`src/rtl/vend_pkg.sv`:
```
// Shared definitions for the parametrised vending controller: state encoding
// and the width helper used to size select and counter fields.
package vend_pkg;

   localparam logic [1:0] ENC_IDLE     = 2'd0;
   localparam logic [1:0] ENC_COLLECT  = 2'd1;
   localparam logic [1:0] ENC_DISPENSE = 2'd2;
   localparam logic [1:0] ENC_CHANGE   = 2'd3;

   typedef enum logic [1:0] {
      IDLE     = ENC_IDLE,
      COLLECT  = ENC_COLLECT,
      DISPENSE = ENC_DISPENSE,
      CHANGE   = ENC_CHANGE
   } state_t;

   // Never returns zero so a single-entry field still gets one bit.
   function automatic int width_of(input int n);
      return (n > 1) ? $clog2(n) : 1;
   endfunction

endpackage

```
`src/rtl/vend_edge_det.sv`:
```
// Rising-edge detector for debounced button levels. Both history registers
// preset to 1 so a level held high through reset never reports an edge.
module vend_edge_det #(
   parameter int W = 1
) (
   input  logic         clk,
   input  logic         rst,
   input  logic [W-1:0] din,
   output logic [W-1:0] rise
);

   logic [W-1:0] cur_d, cur_q;
   logic [W-1:0] prev_d, prev_q;

   always_comb begin
      cur_d  = din;
      prev_d = cur_q;
   end

   always_ff @(posedge clk) begin
      if (rst) begin
         cur_q  <= '1;
         prev_q <= '1;
      end else begin
         cur_q  <= cur_d;
         prev_q <= prev_d;
      end
   end

   assign rise = cur_q & ~prev_q;

endmodule

```
`src/rtl/vend_fsm_param.sv`:
```
// Parametrised vending controller: coin collection with overflow rejection,
// purchase, cancel/refund, unit-by-unit change return, Moore or Mealy dispense.
module vend_fsm_param #(
   parameter int CREDIT_W    = 4,
   parameter int NUM_PROD    = 8,
   parameter int PRICE       = 3,
   parameter int COIN_W      = 2,
   parameter int DISP_CYCLES = 4,
   parameter int MEALY       = 0,
   parameter int PROD_W      = vend_pkg::width_of(NUM_PROD)
) (
   input  logic                clk,
   input  logic                rst,
   input  logic                coin,
   input  logic [COIN_W-1:0]   coin_val,
   input  logic                accept,
   input  logic                cancel,
   input  logic [PROD_W-1:0]   sel,
   output logic                dispense,
   output logic [PROD_W-1:0]   product,
   output logic [CREDIT_W-1:0] credit,
   output logic                change,
   output logic                coin_reject,
   output logic                busy
);
   import vend_pkg::*;

   localparam int MAX_CREDIT = (1 << CREDIT_W) - 1;
   localparam int SUM_W      = ((CREDIT_W > COIN_W) ? CREDIT_W : COIN_W) + 1;
   localparam int CNT_W      = width_of(DISP_CYCLES);

   function automatic logic [SUM_W-1:0] coin_sum(input logic [CREDIT_W-1:0] c,
                                                 input logic [COIN_W-1:0]   v);
      return SUM_W'(c) + SUM_W'(v);
   endfunction

   function automatic logic coin_fits(input logic [SUM_W-1:0] s);
      return s <= SUM_W'(MAX_CREDIT);
   endfunction

   function automatic logic sel_valid(input logic [PROD_W-1:0] s);
      return int'(s) < NUM_PROD;
   endfunction

   logic coin_rise, accept_rise, cancel_rise;

   vend_edge_det #(.W(1)) u_coin_edge   (.clk(clk), .rst(rst), .din(coin),   .rise(coin_rise));
   vend_edge_det #(.W(1)) u_accept_edge (.clk(clk), .rst(rst), .din(accept), .rise(accept_rise));
   vend_edge_det #(.W(1)) u_cancel_edge (.clk(clk), .rst(rst), .din(cancel), .rise(cancel_rise));

   // Coin value and select travel one register behind the pins, aligned with the edges.
   logic [COIN_W-1:0]   coin_val_d, coin_val_q;
   logic [PROD_W-1:0]   sel_d, sel_q;

   state_t              state_d, state_q;
   logic [CREDIT_W-1:0] credit_d, credit_q;
   logic [PROD_W-1:0]   product_d, product_q;
   logic [CNT_W-1:0]    cnt_d, cnt_q;
   logic                dispense_d, dispense_q;
   logic                change_d, change_q;
   logic                coin_reject_d, coin_reject_q;
   logic                busy_d, busy_q;

   logic [SUM_W-1:0]    sum;
   logic                coin_ev, accept_ok, take;

   always_comb begin
      coin_val_d    = coin_val;
      sel_d         = sel;
      state_d       = state_q;
      credit_d      = credit_q;
      product_d     = product_q;
      cnt_d         = cnt_q;
      coin_reject_d = 1'b0;
      take          = 1'b0;
      sum           = coin_sum(credit_q, coin_val_q);
      coin_ev       = coin_rise && (coin_val_q != '0);
      accept_ok     = accept_rise && (credit_q >= CREDIT_W'(PRICE)) && sel_valid(sel_q);

      case (state_q)
         IDLE: begin
            if (coin_ev) begin
               if (coin_fits(sum)) begin
                  credit_d = CREDIT_W'(sum);
                  state_d  = COLLECT;
               end else begin
                  coin_reject_d = 1'b1;
               end
            end
         end
         COLLECT: begin
            // Cancel beats accept beats coin; a coin losing arbitration is refused.
            if (cancel_rise) begin
               state_d       = CHANGE;
               coin_reject_d = coin_ev;
            end else if (accept_ok) begin
               take          = 1'b1;
               product_d     = sel_q;
               credit_d      = credit_q - CREDIT_W'(PRICE);
               cnt_d         = CNT_W'(DISP_CYCLES - 1);
               state_d       = DISPENSE;
               coin_reject_d = coin_ev;
            end else if (coin_ev) begin
               if (coin_fits(sum)) credit_d = CREDIT_W'(sum);
               else                coin_reject_d = 1'b1;
            end
         end
         DISPENSE: begin
            coin_reject_d = coin_ev;
            if (cnt_q == '0) state_d = (credit_q != '0) ? CHANGE : IDLE;
            else             cnt_d   = cnt_q - CNT_W'(1);
         end
         CHANGE: begin
            coin_reject_d = coin_ev;
            if (credit_q != '0)            credit_d = credit_q - CREDIT_W'(1);
            if (credit_q <= CREDIT_W'(1)) state_d  = IDLE;
         end
         default: state_d = IDLE;
      endcase

      dispense_d = (state_d == DISPENSE);
      change_d   = (state_d == CHANGE);
      busy_d     = dispense_d | change_d;
   end

   always_ff @(posedge clk) begin
      coin_val_q <= coin_val_d;
      sel_q      <= sel_d;
   end

   always_ff @(posedge clk) begin
      if (rst) begin
         state_q       <= IDLE;
         credit_q      <= '0;
         product_q     <= '0;
         cnt_q         <= '0;
         dispense_q    <= 1'b0;
         change_q      <= 1'b0;
         coin_reject_q <= 1'b0;
         busy_q        <= 1'b0;
      end else begin
         state_q       <= state_d;
         credit_q      <= credit_d;
         product_q     <= product_d;
         cnt_q         <= cnt_d;
         dispense_q    <= dispense_d;
         change_q      <= change_d;
         coin_reject_q <= coin_reject_d;
         busy_q        <= busy_d;
      end
   end

   assign dispense    = dispense_q | (take & (MEALY != 0));
   assign product     = product_q;
   assign credit      = credit_q;
   assign change      = change_q;
   assign coin_reject = coin_reject_q;
   assign busy        = busy_q;

endmodule
```
`config.mk`:
```
export PLATFORM = sky130hd
export DESIGN_NAME = vend_fsm_param
export DESIGN_NICKNAME = d
export VERILOG_FILES = /design/src/rtl/vend_pkg.sv /design/src/rtl/vend_edge_det.sv /design/src/rtl/vend_fsm_param.sv
export SDC_FILE = /design/constraint.sdc
export NUM_CORES = 1
export LEC_CHECK = 0
export ABC_AREA = 1
export BUFFER_PORTS_ARGS = -buffer_cell sky130_fd_sc_hd__clkbuf_2
export CAP_MARGIN = 10
export CORE_MARGIN = 8
export CORE_UTILIZATION = 40
export CTS_CLUSTER_DIAMETER = 200
export DETAILED_ROUTE_END_ITERATION = 8
export SYNTH_ARGS = -nofsm -noshare
export SYNTH_HDL_FRONTEND = slang
export SYNTH_SLANG_ARGS = --single-unit
```
`constraint.sdc`:
```
create_clock -name clk -period 2.3 [get_ports clk]
set_input_delay 0.115 -clock clk [delete_from_list [all_inputs] [get_ports clk]]
set_output_delay 0.115 -clock clk [all_outputs]
set_load 0.03 [all_outputs]
```
# ---- Word-level counts from Yosys, hierarchy flattened
# Cells that the tools add are included.
dict set report word_totals {
  output_inout_bits 11
  inputBits 10
  regBits 26
  wordCells 75
}
dict set report op_classes {
  eq_ne 9
  bitwise 8
  reduce_logical 12
  magnitude_cmp 3
  mux 23
  add_sub_neg 4
}
# op n
set op_table {}
lappend op_table {{$mux 2} 10}
lappend op_table {{$mux 4} 5}
lappend op_table {{$pmux 4 s3} 1}
lappend op_table {{$eq 2x2->1 const B} 4}
lappend op_table {{$ne 2x2->1 const B} 4}
lappend op_table {{$pmux 2 s4} 1}
lappend op_table {{$reduce_and 3->1} 2}
lappend op_table {{$add 4x2->5} 1}
lappend op_table {{$le 5x4->1 const B} 1}
lappend op_table {{$ge 4x2->1 const B} 1}
lappend op_table {{$le 4x1->1 const B} 1}
lappend op_table {{$logic_not 2->1} 2}
lappend op_table {{$mux 1} 4}
lappend op_table {{$not 1->1} 4}
lappend op_table {{$pmux 2 s2} 1}
lappend op_table {{$reduce_and 4->1} 1}
lappend op_table {{$reduce_bool 2->1} 2}
lappend op_table {{$reduce_bool 4->1} 1}
lappend op_table {{$sub 4x1->4 const B} 1}
lappend op_table {{$sub 4x2->4 const B} 1}
lappend op_table {{$and 1x1->1} 3}
lappend op_table {{$pmux 1 s3} 1}
lappend op_table {{$reduce_bool 3->1} 1}
lappend op_table {{$eq 2x1->1 const B} 1}
lappend op_table {{4 further kinds} 5}

# ---- Depth between registers and ports, before layout
dict set report logic_depth {
  ltp_word 8
  depth_mapped 10
  depth_no_buf 10
}

# ---- Cells and area by module
# Synthesis repeated with hierarchy kept, for this count alone.
dict set report hier_totals {
  hier_cells 187
  hier_area_um2 1317.5
}
# mod cells_each area_each_um2 instances
set modules_own_cells {}
lappend modules_own_cells {vend_fsm_param 163 1122.3 1}
lappend modules_own_cells {vend_edge_det 8 65.1 3}

# ---- Worst setup path before layout
# OpenSTA, ideal clock, no wires.
dict set report synth_path {
  path_kind {reg2reg}
  start {reg credit_q[0], in the netlist credit[0]}
  end {reg credit_q[0], in the netlist credit[0]}
  path_buffers 0
  stages_incl_launch_ff 11
  setup_ns 0.109
  arrival_ns 1.694
  setup_slack_ns 0.497
  synth_period_minus_slack_ns 1.803
  required_time_ns 2.191
  cell_sequence {dfxtp_1 > ha_1 > fa_1 > nand3_1 > nand3_1 > nand2_1 > nand2_1 > nand2_1 > nand3_1 > nand2_1 > inv_1}
}
dict set report synth_via {
  elab_chain_len 7
  elab_cells_between_ends 15
  cone_classes {add/sub: 3; order compare: 2; eq/ne: 1; mux: 6; reduce/logical: 3}
}
# item line_no
set synth_lines {}
lappend synth_lines {{start, declared} vend_fsm_param.sv:56} ;# logic [CREDIT_W-1:0] credit_d, credit_q;
lappend synth_lines {{start signal, assigned} vend_fsm_param.sv:143} ;# credit_q <= credit_d;
lappend synth_lines {{$add 4x2->5} vend_fsm_param.sv:34} ;# return SUM_W'(c) + SUM_W'(v);
lappend synth_lines {{$le 5x4->1} vend_fsm_param.sv:38} ;# return s <= SUM_W'(MAX_CREDIT);
lappend synth_lines {{$mux 4} {vend_fsm_param.sv:83, vend_fsm_param.sv:104}}
lappend synth_lines {{$mux 4} vend_fsm_param.sv:103} ;# end else if (coin_ev) begin
lappend synth_lines {{$mux 4} vend_fsm_param.sv:96} ;# end else if (accept_ok) begin
lappend synth_lines {{$mux 4} vend_fsm_param.sv:93} ;# if (cancel_rise) begin
lappend synth_lines {{$pmux 4 s3} vend_fsm_param.sv:80} ;# case (state_q)
# Several ways; a longest one is shown, not always the timed one. The select of a mux whose other input is x is not followed.
# A chain may end at the register's enable or synchronous reset.

# ---- Final worst setup path
# Same ends and word-level chain as after synthesis.

==> impl_metrics.env <==
export IMPL_status="finished, final reports clean"
export IMPL_ys_warn_count=0
export IMPL_cp_max_fo=7
export IMPL_cp_end_kind="flop"
export IMPL_grt_max_degree=16
export IMPL_ios=21
export IMPL_synth_ff_type="dfxtp_1"
export IMPL_synthTopCellsByArea="dfxtp_1 (40%), nand2_1 (15%), nor2_1 (8.0%), ha_1 (6.7%), nand3_1 (6.5%)"
export IMPL_drtIter0Drc=44
export IMPL_postSynthCellCount=191
export IMPL_drv_slew=0
export IMPL_setup_tns_ns=0
export IMPL_cts_buffers=3
export IMPL_finalWirelength_um=2700
export IMPL_cts_resized=0
export IMPL_clock_root_buffer="clkbuf_4"
export IMPL_rsz0062_at_grt="false"
export IMPL_grt_pass1_wl_um=4830
export IMPL_cts_setup_buffers=0
export IMPL_drive_gt1_share_pct=17.2
export IMPL_final_min_clock_period_ns=1.80
export IMPL_postSynth_asyncResetShare_pct=0
export IMPL_synth_edf_count=0
export IMPL_holdBufCountCts=8
export IMPL_grt_pass1_vias=1199
export IMPL_dp_slack_ns=0.524
export IMPL_io_buffers=20
export IMPL_worstSkewPairLatency_ns=0.32
export IMPL_ys_ff_latch=26
export IMPL_dp_hpwl_um=2080
export IMPL_power_density_nw_per_um2=540
export IMPL_tritoncts="yes"
export IMPL_timing_worst_setup_path_type="reg -> reg"
export IMPL_hold_violations=0
export IMPL_wl_per_cell_um=10.1
export IMPL_cts_sinks=26
export IMPL_worst_setup_path_start_kind="flop"
export IMPL_vias=1221
export IMPL_fin_skew_ns=0.0121
export IMPL_synthTopCellsByCount="nand2_1 (53), nor2_1 (28), dfxtp_1 (26)"
export IMPL_clk_pin_slew_ns=0.14
export IMPL_syn2layout_area_growth_pct=21.4
export IMPL_setup_viol=0
export IMPL_drv_cap=0
export IMPL_avgSynthCellArea_sq_um=6.88
export IMPL_period_share_pct=78.1
export IMPL_hold_class="in -> reg"
export IMPL_synth_top_area_cell="dfxtp_1"
export IMPL_dr_pass1_iters=4
export IMPL_vias_per_cell=4.57
export IMPL_antenna_cells=0
export IMPL_reg2reg_depth=10
export IMPL_drc=0
export IMPL_required_ns=2.55
export IMPL_holdPathStages=2
export IMPL_fin_nets=240
export IMPL_start_util_pct=40.7
export IMPL_synth_distinct_cells=22
export IMPL_gr_total_overflow=0
export IMPL_core_area_sq_um=3230
export IMPL_ys_seq_area_share_pct=39.6
export IMPL_antenna_found_initial=0
export IMPL_yosys_area_top_type_share_pct=39.6
export IMPL_fp_row_count=21
export IMPL_worst_pin_slew_ns=0.435
export IMPL_gr_usage_all_layers_pct=11.3
export IMPL_place_gp_congestion=0.820
export IMPL_die_x_um=73.3
export IMPL_setup_ws_ns=0.503
export IMPL_dieArea_sq_um=5370
export IMPL_syn_nets=209
export IMPL_relSlewSlack_pct=71.0
export IMPL_ir_drop_v=0.000323
export IMPL_clockBufferDepth=2
export IMPL_cp_arrival_ns=2.05
export IMPL_synth_area_sq_um=1310
export IMPL_synth_most_common_cell="nand2_1"
export IMPL_fmax_mhz=556
export IMPL_leakagePower_uw=0.000862
export IMPL_h_tree_depth=1
export IMPL_die_h_um=73.3
export IMPL_ant_nets=0
## final timing paths
path | slack, ns | to | from
setup / recovery | 0.50 | credit[0] | credit[0]
hold / removal | 0.04 | state_q[0] | rst
setup reg to reg | 0.50 | credit[0] | credit[0]
hold reg to reg | 0.44 | u_accept_edge.prev_q | u_accept_edge.cur_q
## placed cells by master (no fill, tap or decap), drive strengths merged
cell and instances:
nand2 54, nor2 30, inv 28, dfxtp 26
clkbuf 23, nand3 18, o21ai 10, dlygate4sd3 8
ha 7, or2 4, a21oi 3, nand4 3
clkinv 2, nor3 1, a31oi 1, xor2 1
fa 1, bufinv 1
## layer usage
layer / up-vias / part of all wire, % / GRT usage [%]
met3: 6 / 5.6 / 3.55
met5: - / 0 / 0
met2: 24 / 46 / 19.1
met4: 0 / 1.8 / 5.76
met1: 539 / 47 / 12.5
li1: 652 / - / -
## area by class of cell
cell class,count,area (sq um)
Clock inverter,1,30.0
Sequential cell,26,520
Clock buffer,3,22.5
Multi-Input combinational cell,133,672
Fill cell,344,1640
Inverter,30,113
Timing Repair Buffer,28,180
Tap cell,46,57.6
## registers in the layout, summed over array words and instances, names as in the netlist
signal and cells:
u_cancel_edge.prev_q 1, sel_q 3, busy 1, state_q 2, dispense 1, coin_val_q 2, credit 4, product 3
u_accept_edge.cur_q 1, cnt_q 2, u_coin_edge.prev_q 1, coin_reject 1, u_accept_edge.prev_q 1, u_coin_edge.cur_q 1, change 1, u_cancel_edge.cur_q 1
## per-stage QoR
step	power [uW]	util [%]	cells	instance area (sq um)	hold slack, ns
floorplan	528	-	191	1310	0.143
global placement	550	45.3	255	1460	0.218
detailed placement	550	45.3	255	1460	0.219
CTS	874	49.4	267	1600	0.0368
global route	906	49.4	267	1600	0.0279
finish	861	49.4	267	1600	0.0411
## kinds of logic after synthesis
kind of cell / share of synthesized area, %
simple gates: 36.9
buf+inv: 9.24
flops: 39.6
compound gates: 5.43
fa+ha+maj: 8.19
xor+xnor: 0.667
## critical path: stages (launching register included)
cell     delay (ns)
dfxtp_1        0.41
ha_1           0.25
fa_1           0.43
nand3_1        0.17
nand3_1        0.13
nand2_1        0.08
nand2_1        0.05
nand2_1        0.05
nand3_1        0.06
nand2_1        0.06
inv_1          0.03
## power by group
group          switching [uW]  internal, uW  leakage [uW]
clock network             135           176     0.0000279
logic                    42.9          33.4      0.000621
registers                10.6           463      0.000213
total                     188           673      0.000862
Note: power is estimated with default switching activity, not from simulation.
